--- src/rtl/cmp_pkg.sv ---
// Shared encodings for the sequential compare unit: compare modes and FSM states.
// Latency: n/a (types and a pure helper function only).
// Backpressure: n/a.
package cmp_pkg;

  // Comparison selected by the requester, sampled together with the operands.
  typedef enum logic [1:0] {
    CMP_EQ  = 2'b00,
    CMP_NE  = 2'b01,
    CMP_LTS = 2'b10,
    CMP_LTU = 2'b11
  } cmp_mode_t;

  // Control states of the chunk-serial compare.
  typedef enum logic [1:0] {
    S_IDLE = 2'b00,
    S_RUN  = 2'b01,
    S_DONE = 2'b10
  } cmp_state_t;

  // Map the raw eq/lt flags onto the outcome the requested mode asks for.
  function automatic logic sel_result(cmp_mode_t m, logic eq, logic lt);
    case (m)
      CMP_EQ:  return eq;
      CMP_NE:  return !eq;
      default: return lt;
    endcase
  endfunction

endpackage

--- src/rtl/cmp_seq_if.sv ---
// Request/response bundle between a requester (branch/SLT path) and cmp_seq.
// Latency: n/a (wiring only).
// Backpressure: start is only honoured while busy is low and no done is pending.
interface cmp_seq_if #(
  parameter int WIDTH = 32
);
  logic             start;
  logic [WIDTH-1:0] a;
  logic [WIDTH-1:0] b;
  logic [1:0]       mode;
  logic             busy;
  logic             done;
  logic             result;
  logic             eq;
  logic             lt;

  modport master (
    output start, a, b, mode,
    input  busy, done, result, eq, lt
  );

  modport slave (
    input  start, a, b, mode,
    output busy, done, result, eq, lt
  );
endinterface

--- src/rtl/cmp_chunk.sv ---
// Combinational compare of one CHUNK-bit slice; signed_top biases the MSB for a signed top chunk.
// Latency: 0 cycles (pure combinational).
// Backpressure: none.
module cmp_chunk #(
  parameter int CHUNK = 8
) (
  input  logic [CHUNK-1:0] x,
  input  logic [CHUNK-1:0] y,
  input  logic             signed_top,
  output logic             ceq,
  output logic             clt
);

  logic [CHUNK-1:0] xs;
  logic [CHUNK-1:0] ys;

  // Flipping both sign bits turns a two's-complement order into an unsigned one.
  always_comb begin
    xs = x;
    ys = y;
    if (signed_top) begin
      xs[CHUNK-1] = ~x[CHUNK-1];
      ys[CHUNK-1] = ~y[CHUNK-1];
    end
    ceq = (x == y);
    clt = (xs < ys);
  end

endmodule

--- src/rtl/cmp_seq.sv ---
// Multi-cycle EQ/NE/LTS/LTU compare, CHUNK bits per cycle from the top, early exit on first difference.
// Latency: 2 cycles (top chunk differs) up to NCHUNK+1 cycles (equal operands) from accept to done.
// Backpressure: start ignored while busy or in the done cycle; no queuing, requester must retry.
module cmp_seq
  import cmp_pkg::*;
#(
  parameter int WIDTH = 32,
  parameter int CHUNK = 8
) (
  input logic       clock,
  input logic       reset,
  cmp_seq_if.slave  bus
);

  localparam int NCHUNK = WIDTH / CHUNK;
  localparam int IDXW   = (NCHUNK > 1) ? $clog2(NCHUNK) : 1;
  localparam logic [IDXW-1:0] IDX_TOP = IDXW'(NCHUNK - 1);

  cmp_state_t       state_q, state_nxt;
  logic [WIDTH-1:0] a_q, a_nxt;
  logic [WIDTH-1:0] b_q, b_nxt;
  cmp_mode_t        mode_q, mode_nxt;
  logic [IDXW-1:0]  idx_q, idx_nxt;
  logic             busy_q, busy_nxt;
  logic             done_q, done_nxt;
  logic             result_q, result_nxt;
  logic             eq_q, eq_nxt;
  logic             lt_q, lt_nxt;

  // Latched operands viewed as chunk arrays so the index selects a slice directly.
  logic [NCHUNK-1:0][CHUNK-1:0] a_chunks;
  logic [NCHUNK-1:0][CHUNK-1:0] b_chunks;
  logic                         signed_top;
  logic                         ceq;
  logic                         clt;

  assign a_chunks   = a_q;
  assign b_chunks   = b_q;
  assign signed_top = (mode_q == CMP_LTS) && (idx_q == IDX_TOP);

  cmp_chunk #(
    .CHUNK (CHUNK)
  ) u_chunk (
    .x          (a_chunks[idx_q]),
    .y          (b_chunks[idx_q]),
    .signed_top (signed_top),
    .ceq        (ceq),
    .clt        (clt)
  );

  // FSM state register.
  always_ff @(posedge clock) begin
    if (reset) state_q <= S_IDLE;
    else       state_q <= state_nxt;
  end

  // Next state, operand capture, index walk and result computation.
  always_comb begin
    state_nxt  = state_q;
    a_nxt      = a_q;
    b_nxt      = b_q;
    mode_nxt   = mode_q;
    idx_nxt    = idx_q;
    result_nxt = result_q;
    eq_nxt     = eq_q;
    lt_nxt     = lt_q;
    case (state_q)
      S_IDLE: begin
        if (bus.start) begin
          a_nxt     = bus.a;
          b_nxt     = bus.b;
          mode_nxt  = cmp_mode_t'(bus.mode);
          idx_nxt   = IDX_TOP;
          state_nxt = S_RUN;
        end
      end
      S_RUN: begin
        if (!ceq) begin
          // First differing chunk from the top decides the order.
          eq_nxt     = 1'b0;
          lt_nxt     = clt;
          result_nxt = sel_result(mode_q, 1'b0, clt);
          state_nxt  = S_DONE;
        end else if (idx_q == '0) begin
          eq_nxt     = 1'b1;
          lt_nxt     = 1'b0;
          result_nxt = sel_result(mode_q, 1'b1, 1'b0);
          state_nxt  = S_DONE;
        end else begin
          idx_nxt = idx_q - IDXW'(1);
        end
      end
      S_DONE: begin
        state_nxt = S_IDLE;
      end
      default: begin
        state_nxt = S_IDLE;
      end
    endcase
    // Status flags follow the state being entered so they are registered, not decoded.
    busy_nxt = (state_nxt == S_RUN);
    done_nxt = (state_nxt == S_DONE);
  end

  // Datapath and output registers; results hold until the next compare finishes.
  always_ff @(posedge clock) begin
    if (reset) begin
      a_q      <= '0;
      b_q      <= '0;
      mode_q   <= CMP_EQ;
      idx_q    <= '0;
      busy_q   <= 1'b0;
      done_q   <= 1'b0;
      result_q <= 1'b0;
      eq_q     <= 1'b0;
      lt_q     <= 1'b0;
    end else begin
      a_q      <= a_nxt;
      b_q      <= b_nxt;
      mode_q   <= mode_nxt;
      idx_q    <= idx_nxt;
      busy_q   <= busy_nxt;
      done_q   <= done_nxt;
      result_q <= result_nxt;
      eq_q     <= eq_nxt;
      lt_q     <= lt_nxt;
    end
  end

  assign bus.busy   = busy_q;
  assign bus.done   = done_q;
  assign bus.result = result_q;
  assign bus.eq     = eq_q;
  assign bus.lt     = lt_q;

endmodule

--- src/flat_wrapper.sv ---
// flat-port wrapper written by rule: the top's interface ports become plain ports
module cmp_seq_flat import cmp_pkg::*;
#(
  parameter int WIDTH = 32,
  parameter int CHUNK = 8
)
  (clock, reset, bus_start, bus_a, bus_b, bus_mode, bus_busy, bus_done, bus_result, bus_eq, bus_lt);
  cmp_seq_if #(.WIDTH(WIDTH)) bus_i ();
  input logic clock;
  input logic reset;
  input wire logic [$bits(bus_i.start)-1:0] bus_start;
  input wire logic [$bits(bus_i.a)-1:0] bus_a;
  input wire logic [$bits(bus_i.b)-1:0] bus_b;
  input wire logic [$bits(bus_i.mode)-1:0] bus_mode;
  output wire logic [$bits(bus_i.busy)-1:0] bus_busy;
  output wire logic [$bits(bus_i.done)-1:0] bus_done;
  output wire logic [$bits(bus_i.result)-1:0] bus_result;
  output wire logic [$bits(bus_i.eq)-1:0] bus_eq;
  output wire logic [$bits(bus_i.lt)-1:0] bus_lt;
  assign bus_i.start = bus_start;
  assign bus_i.a = bus_a;
  assign bus_i.b = bus_b;
  assign bus_i.mode = bus_mode;
  assign bus_busy = bus_i.busy;
  assign bus_done = bus_i.done;
  assign bus_result = bus_i.result;
  assign bus_eq = bus_i.eq;
  assign bus_lt = bus_i.lt;
  cmp_seq #(.WIDTH(WIDTH), .CHUNK(CHUNK)) u_core (.clock(clock), .reset(reset), .bus(bus_i));
endmodule
--- config.mk ---
export PLATFORM = sky130hd
export DESIGN_NAME = cmp_seq_flat
export DESIGN_NICKNAME = d
export VERILOG_FILES = /design/src/rtl/cmp_pkg.sv /design/src/rtl/cmp_seq_if.sv /design/src/rtl/cmp_chunk.sv /design/src/rtl/cmp_seq.sv /design/src/flat_wrapper.sv
export SDC_FILE = /design/constraint.sdc
export NUM_CORES = 1
export LEC_CHECK = 0
export ABC_CLOCK_PERIOD_IN_PS = 3200
export CAP_MARGIN = 5
export CORE_ASPECT_RATIO = 0.8
export CORE_MARGIN = 8
export CORE_UTILIZATION = 40
export DETAILED_ROUTE_END_ITERATION = 8
export PLACE_DENSITY = 0.72
export SETUP_SLACK_MARGIN = 0.15
export SLEW_MARGIN = 25
export SYNTH_ARGS = -nofsm -noshare
export SYNTH_HDL_FRONTEND = slang
export SYNTH_SLANG_ARGS = --single-unit
--- constraint.sdc ---
create_clock -name clock -period 3.2 [get_ports clock]
set_clock_uncertainty 0.2 [all_clocks]
set_input_delay 0.8 -clock clock [delete_from_list [all_inputs] [get_ports clock]]
set_output_delay 0.8 -clock clock [all_outputs]
set_load 0.1 [all_outputs]
======== Yosys cells after proc, flatten, opt, wreduce, memory -nomap -nowiden ========
Cells that the tools add are included.
Widths: inputs -> output; s select.
cells by class
  add/subtract/negate cells ............... 1
  multiply operators ...................... 0
  div/mod/pow operators ................... 0
  $lt $le $gt $ge ......................... 2
  equality and inequality tests ........... 11
  shift-type cells ........................ 0
  muxes and demuxes ....................... 22
  bitwise gates (word level) .............. 2
  reductions and logical operators ........ 8
operators by type and width
  cell                 count
  $bmux 8 s2           2
  $mux 8               2
  $mux 2               6
  $mux 1               9
  $eq 8x8->1           1
  $lt 8x8->1           1
  $pmux 2 s2           2
  $eq 2x1->1 const B   3
  $eq 2x2->1 const B   3
  $logic_not 2->1      3
  $ne 2x2->1 const B   3
  $reduce_and 2->1     2
  $reduce_and 4->1     1
  $lt 2x3->1 const B   1
  $ne 2x1->1 const B   1
  $not 1->1            2
  $pmux 1 s2           1
  $reduce_bool 2->1    1
  $sub 2x1->2 const B  1
  $logic_and 1x1->1    1
storage, ports and cells
  register bits after elaboration ......... 75
  latch bits .............................. 0
  RAM bits ................................ 0
  memory bits (read-only) ................. 0
  input port bits ......................... 69
  output and inout bits ................... 5
  logic and storage cells ................. 56
  memories kept ........................... 0

======== Depth between registers and ports, before layout ========
  word-level depth ........................ 7
  depth in mapped cells ................... 10
  mapped depth without buffers ............ 8

======== Modules after synthesis ========
From an unflattened synthesis, not the netlist that was laid out.
unflattened totals
  cells, all modules ...................... 380
  area, all modules ....................... 3298.2 um2
modules (own cells, without submodules)
  module     times used  cells each  area each (um2)  sequential area each (um2)
  cmp_seq    1           347         3078.0           1501.4
  cmp_chunk  1           33          220.2            0.0

======== Worst setup path before layout ========
OpenSTA, ideal clock, no wires.
  path kind ............................... register to register
  start point ............................. register u_core.idx_q[0]
  end point ............................... register u_core.result_q (netlist: u_core.bus.result)
  library setup time ...................... 0.088 ns
  arrival time ............................ 2.477 ns
  data required time ...................... 2.912 ns
  slack ................................... 0.435 ns
  stages on the path, launching flop included .. 10
  path buffers ............................ 2
  clock period less this slack ............ 2.765 ns
  cells stage by stage .................... dfxtp_1 > buf_6 > buf_2 > mux4_2 > ha_1 > and3_1 > a221o_1 > nand3b_1 > o21ai_1 > a311oi_2
on the way
  longest elaborated chain between the ends .. 7
  elaborated cells on any way between the ends .. 17
  those cells by class .................... 1 x order compare; 3 x eq/ne; 8 x mux; 2 x bitwise; 3 x reduce/logical
RTL lines
  what                                  RTL line                          text
  start, declared                       cmp_seq.sv:23                     logic [IDXW-1:0] idx_q, idx_nxt;
  start signal, assigned                cmp_seq.sv:121                    idx_q <= idx_nxt;
  $bmux 8 s2, on equally long branches  cmp_seq.sv:44, cmp_seq.sv:45
  $mux 8, on equally long branches      cmp_seq.sv:44, cmp_seq.sv:45
  $not 1->1, on equally long branches   cmp_chunk.sv:22, cmp_chunk.sv:23
  $mux 1                                cmp_chunk.sv:21                   if (signed_top) begin
  $lt 8x8->1                            cmp_chunk.sv:26                   clt = (xs < ys);
  $pmux 1 s2                            cmp_pkg.sv:23                     case (m)
  $mux 1                                cmp_seq.sv:78                     if (!ceq) begin
  end signal, assigned                  cmp_seq.sv:124                    result_q <= result_nxt;
  end, declared                         cmp_seq.sv:26                     logic result_q, result_nxt;
Parallel ways exist; a longest one is shown, timed or not. The select of a mux whose other input is x is not followed.
A chain may end at the register's enable or synchronous reset.

======== Final worst setup path ========
Same ends and word-level chain as after synthesis.

==> tab_implementation.tex <==
\begin{tabular}{lr}
\hline
Metric & Value \\
\hline
\multicolumn{2}{l}{\textbf{Yosys}} \\
Post-Synthesis Net Count & 458 \\
Sequential-to-total area share from yosys stat & 0.459 \\
Leading post-synthesis cells by cell area & sky130\_fd\_sc\_hd\_\_dfxtp\_1, sky130\_fd\_sc\_hd\_\_nand2\_1, sky130\_fd\_sc\_hd\_\_a21oi\_1 \\
Register bit total from synthesis & 75 \\
Number of library cell types mapped by synthesis & 33 \\
Cell type contributing the most total cell area after synthesis & sky130\_fd\_sc\_hd\_\_dfxtp\_1 \\
Avg Inst Size Synth & 8.61 µm² \\
Synth async-reset ratio & 0 \\
Number of enable-type register cells in the synthesized netlist & 0 \\
Most common library cells after synthesis & sky130\_fd\_sc\_hd\_\_nand2\_1, sky130\_fd\_sc\_hd\_\_dfxtp\_1, sky130\_fd\_sc\_hd\_\_a21oi\_1, sky130\_fd\_sc\_hd\_\_clkbuf\_1, sky130\_fd\_sc\_hd\_\_mux4\_2 \\
Most common cell in the netlist & sky130\_fd\_sc\_hd\_\_nand2\_1 \\
Synthesized area & 3270 µm² \\
Count of mapped cells out of synthesis & 380 \\
Count of synthesis-stage warnings from yosys & 0 \\
Commonest register cell after synthesis & sky130\_fd\_sc\_hd\_\_dfxtp\_1 \\
Fraction of post-synthesis cell area in the top cell type by area & 0.459 \\
\multicolumn{2}{l}{\textbf{Clock network}} \\
Reg clk slew, reported paths & 0.08 ns \\
Buffers inserted during post-CTS setup optimization & 0 \\
Hold-fix buffers at CTS & 0 \\
Clock buffers created by TritonCTS & 9 \\
Number of cells upsized or downsized after cts & 0 \\
CTS tree & done \\
Sinks on the clock net & 75 \\
Clk Tree Root Cell & sky130\_fd\_sc\_hd\_\_clkbuf\_8 \\
Skew-Pair Late Insertion Delay & 0.35 ns \\
CTS H-tree depth & 3 \\
Number of buffers on the longest clock path & 2 \\
\multicolumn{2}{l}{\textbf{Routing}} \\
DRC violations left & 0 \\
Max Used Layer & met4 \\
Violation count after the first detailed-route iteration & 145 \\
Drt wl/cell & 14.0 µm \\
Met3 wire length & 424 µm \\
Met2 WL post-DR & 3.75 mm \\
Final ANT Viol Nets & 0 \\
Metal-1 WL & 3.55 mm \\
Number of iterations in the first detailed-routing pass & 4 \\
Routed vias/inst & 4.95 \\
Total vias in the final route & 2751 \\
Final wirelength & 7.81 mm \\
\multicolumn{2}{l}{\textbf{Timing}} \\
Timing-limited maximum frequency & 345 MHz \\
Max\_slew headroom & 0.571 \\
Unrepaired setup endpoints after global routing & no \\
Final Max Tran Viols & 0 \\
Final period utilization & 0.905 \\
Total negative slack & 0 ns \\
Actual transition at the worst max-transition pin & 0.644 ns \\
Final critical delay including setup and external delays & 2.90 ns \\
Hold violation total from the final report & 0 \\
Count of endpoints failing setup in the final report & 0 \\
\multicolumn{2}{l}{\textbf{Worst setup path}} \\
Biggest fanout along the worst timing path & 17 \\
Largest delay contributor family on the critical path & compound AO/OA/AOI/OAI gates \\
Startpoint type of the worst setup path & flip-flop \\
Crit path buffers/inverters & 1 \\
Worst setup path category & reg2reg \\
Standard cell with the maximum stage delay on the critical path & sky130\_fd\_sc\_hd\_\_dfxtp\_1 \\
Worst Path Required & 3.26 ns \\
Register-to-register setup slack & 0.30 ns \\
Critical path endpoint category & flip-flop \\
Endpoint arrival time on the critical path & 2.96 ns \\
Cell Chain, Critical Path & buf\_12 -> mux4\_2 -> ha\_1 -> and3\_1 -> nand3\_1 -> o21ai\_0 -> nor3\_1 -> a311oi\_2 \\
Worst r2r src & u\_core.idx\_q[0]\$\_SDFFE\_PP0P\_ \\
Cells on worst reg2reg path & 8 \\
Reg-to-reg critical path endpoint & u\_core.bus.result\$\_SDFFE\_PP0P\_ \\
Max stage delay on crit path & 0.50 ns \\
Crit. path cell count & 8 \\
\multicolumn{2}{l}{\textbf{Floorplanning}} \\
Core area & 7950 µm² \\
Die area & 11300 µm² \\
Die Y-Extent & 96.9 µm \\
Width of the die & 117 µm \\
Effective utilization at floorplan & 0.412 \\
Number of ports placed on the die boundary & 74 \\
Cell row count & 29 \\
\multicolumn{2}{l}{\textbf{Final layout}} \\
Share of cells above drive strength 1 & 0.100 \\
Number of nets in the final layout & 521 \\
Number of inserted filler cells in the final layout & 703 \\
Register cell area after layout & 1500 µm² \\
Final antenna diode count & 0 \\
Footprint of the multi-input gates & 1620 µm² \\
Final standard cell count with taps included and fillers excluded & 556 \\
Post-route cell area & 4320 µm² \\
Fraction of the core area covered by cells at the end of the flow & 0.544 \\
Synth-to-layout area growth & 32.1\% \\
\multicolumn{2}{l}{\textbf{Pwr}} \\
Pwr Total & 2.36 mW \\
Sw Ratio & 0.287 \\
Internal power & 1.69 mW \\
Part of the total power dissipated in combinational logic & 0.208 \\
Peak VDD IR & 0.000225 V \\
Relative contribution of sequential cells to total power & 0.442 \\
Net switching power & 678 µW \\
Leakage power figure & 1.65 nW \\
Clk pwr share & 0.350 \\
Power density cells & 547 nW/µm² \\
\multicolumn{2}{l}{\textbf{GRT}} \\
Pin count of the biggest net entering global routing & 66 \\
Vias in the first global route & 2803 \\
Global-route congestion overflow total & 0 \\
Aggregate global-route resource usage & 0.143 \\
Wire length of the first global-routing pass & 13.0 mm \\
Initial antenna violation count & 0 \\
\multicolumn{2}{l}{\textbf{Outcome}} \\
Run status & complete, no violations \\
\multicolumn{2}{l}{\textbf{Min path}} \\
WHS Endpoint & u\_core.b\_chunks[6]\$\_SDFFE\_PP0P\_ \\
Hold WC Path Type & reg2reg \\
Number of instances on the worst hold path & 2 \\
Source of the worst hold timing path & u\_core.b\_chunks[6]\$\_SDFFE\_PP0P\_ \\
\multicolumn{2}{l}{\textbf{Flow run}} \\
Max Cap Violations & 0 \\
\multicolumn{2}{l}{\textbf{Placement}} \\
Placed wire-length estimate after detailed placement & 5.90 mm \\
Global placement routability congestion & 0.830 \\
Number of port buffers & 73 \\
Cell area after placement & 4090 µm² \\
Cell count after placement & 540 \\
\hline
\end{tabular}
layer usage:
| layer | up-vias | track usage |
|---|---|---|
| met4 | 0 | 0.0491 |
| met2 | 59 | 0.229 |
| met3 | 7 | 0.0460 |
| met5 | - | 0 |
| li1 | 1411 | - |
| met1 | 1274 | 0.174 |
through the flow:
step,setup slack (ns),hold slack [ns]
floorplan,0.435,0.232
global placement,0.427,0.242
detailed placement,0.325,0.245
CTS,0.301,0.257
global route,0.158,0.278
finish,0.304,0.255
layout make-up:
type,count,share of cell area
tap,108,0.0313
sequential,75,0.347
multi-input combinational,268,0.375
clock inverter,7,0.0246
timing repair buffer,79,0.184
inverter,10,0.00868
clock buffer,9,0.0287
worst max-delay path by stage:
stage               slack [ns]                             end                         start
CTS                       0.30  u_core.bus.result$_SDFFE_PP0P_  u_core.idx_q[0]$_SDFFE_PP0P_
global placement          0.43  u_core.bus.result$_SDFFE_PP0P_  u_core.idx_q[0]$_SDFFE_PP0P_
floorplan                 0.44  u_core.bus.result$_SDFFE_PP0P_  u_core.idx_q[0]$_SDFFE_PP0P_
global route              0.16  u_core.bus.result$_SDFFE_PP0P_  u_core.idx_q[0]$_SDFFE_PP0P_
detailed placement        0.33  u_core.bus.result$_SDFFE_PP0P_  u_core.idx_q[0]$_SDFFE_PP0P_
finish                    0.30  u_core.bus.result$_SDFFE_PP0P_  u_core.idx_q[0]$_SDFFE_PP0P_
cells in the final DEF, fill, tap and decap left out, types with 5 or more instances in the layout:
cell type and n:
sky130_fd_sc_hd__buf_4 8, sky130_fd_sc_hd__clkbuf_8 9, sky130_fd_sc_hd__ha_1 9, sky130_fd_sc_hd__clkdlybuf4s50_1 67, sky130_fd_sc_hd__mux4_2 11, sky130_fd_sc_hd__nand2_1 133, sky130_fd_sc_hd__inv_1 10, sky130_fd_sc_hd__nor2_1 9
sky130_fd_sc_hd__mux4_1 5, sky130_fd_sc_hd__a21oi_1 67, sky130_fd_sc_hd__dfxtp_1 75
power by group through the flow:
stage               logic [mW]  clock network, mW  registers [mW]
floorplan                0.294                  0            1.09
global route             0.539              0.885            1.05
finish                   0.492              0.828            1.04
detailed placement       0.493                  0            1.07
CTS                      0.495              0.844            1.04
global placement         0.481                  0            1.06
worst register-to-register path, delay by kind of cell (launching register included):
family	cells	cell delay (ns)
AOI/OAI and AO/OA	2	0.57
muxes	1	0.51
DFF	1	0.50
and+or+nand+nor	3	0.50
adders and majority gates	1	0.33
buffers and inverters	1	0.21
state kept, by name (all words and copies together) (netlist names):
name / count
u_core.bus.eq: 1
u_core.bus.lt: 1
u_core.idx_q: 2
u_core.bus.result: 1
u_core.bus.done: 1
u_core.mode_q: 2
u_core.state_q: 2
u_core.a_chunks: 32
u_core.bus.busy: 1
u_core.b_chunks: 32
cells by family (layout without fill, tap and decap cells):
group / count (synthesis) / count (layout) / share of synthesized area
xor+xnor: 1 / 1 / 0.00268
buf+inv: 37 / 105 / 0.0463
mux: 16 / 16 / 0.116
fa+ha+maj: 9 / 9 / 0.0344
compound gates: 82 / 82 / 0.141
simple gates: 160 / 160 / 0.201
flops: 75 / 75 / 0.459
(Power assumes the default switching activity.)
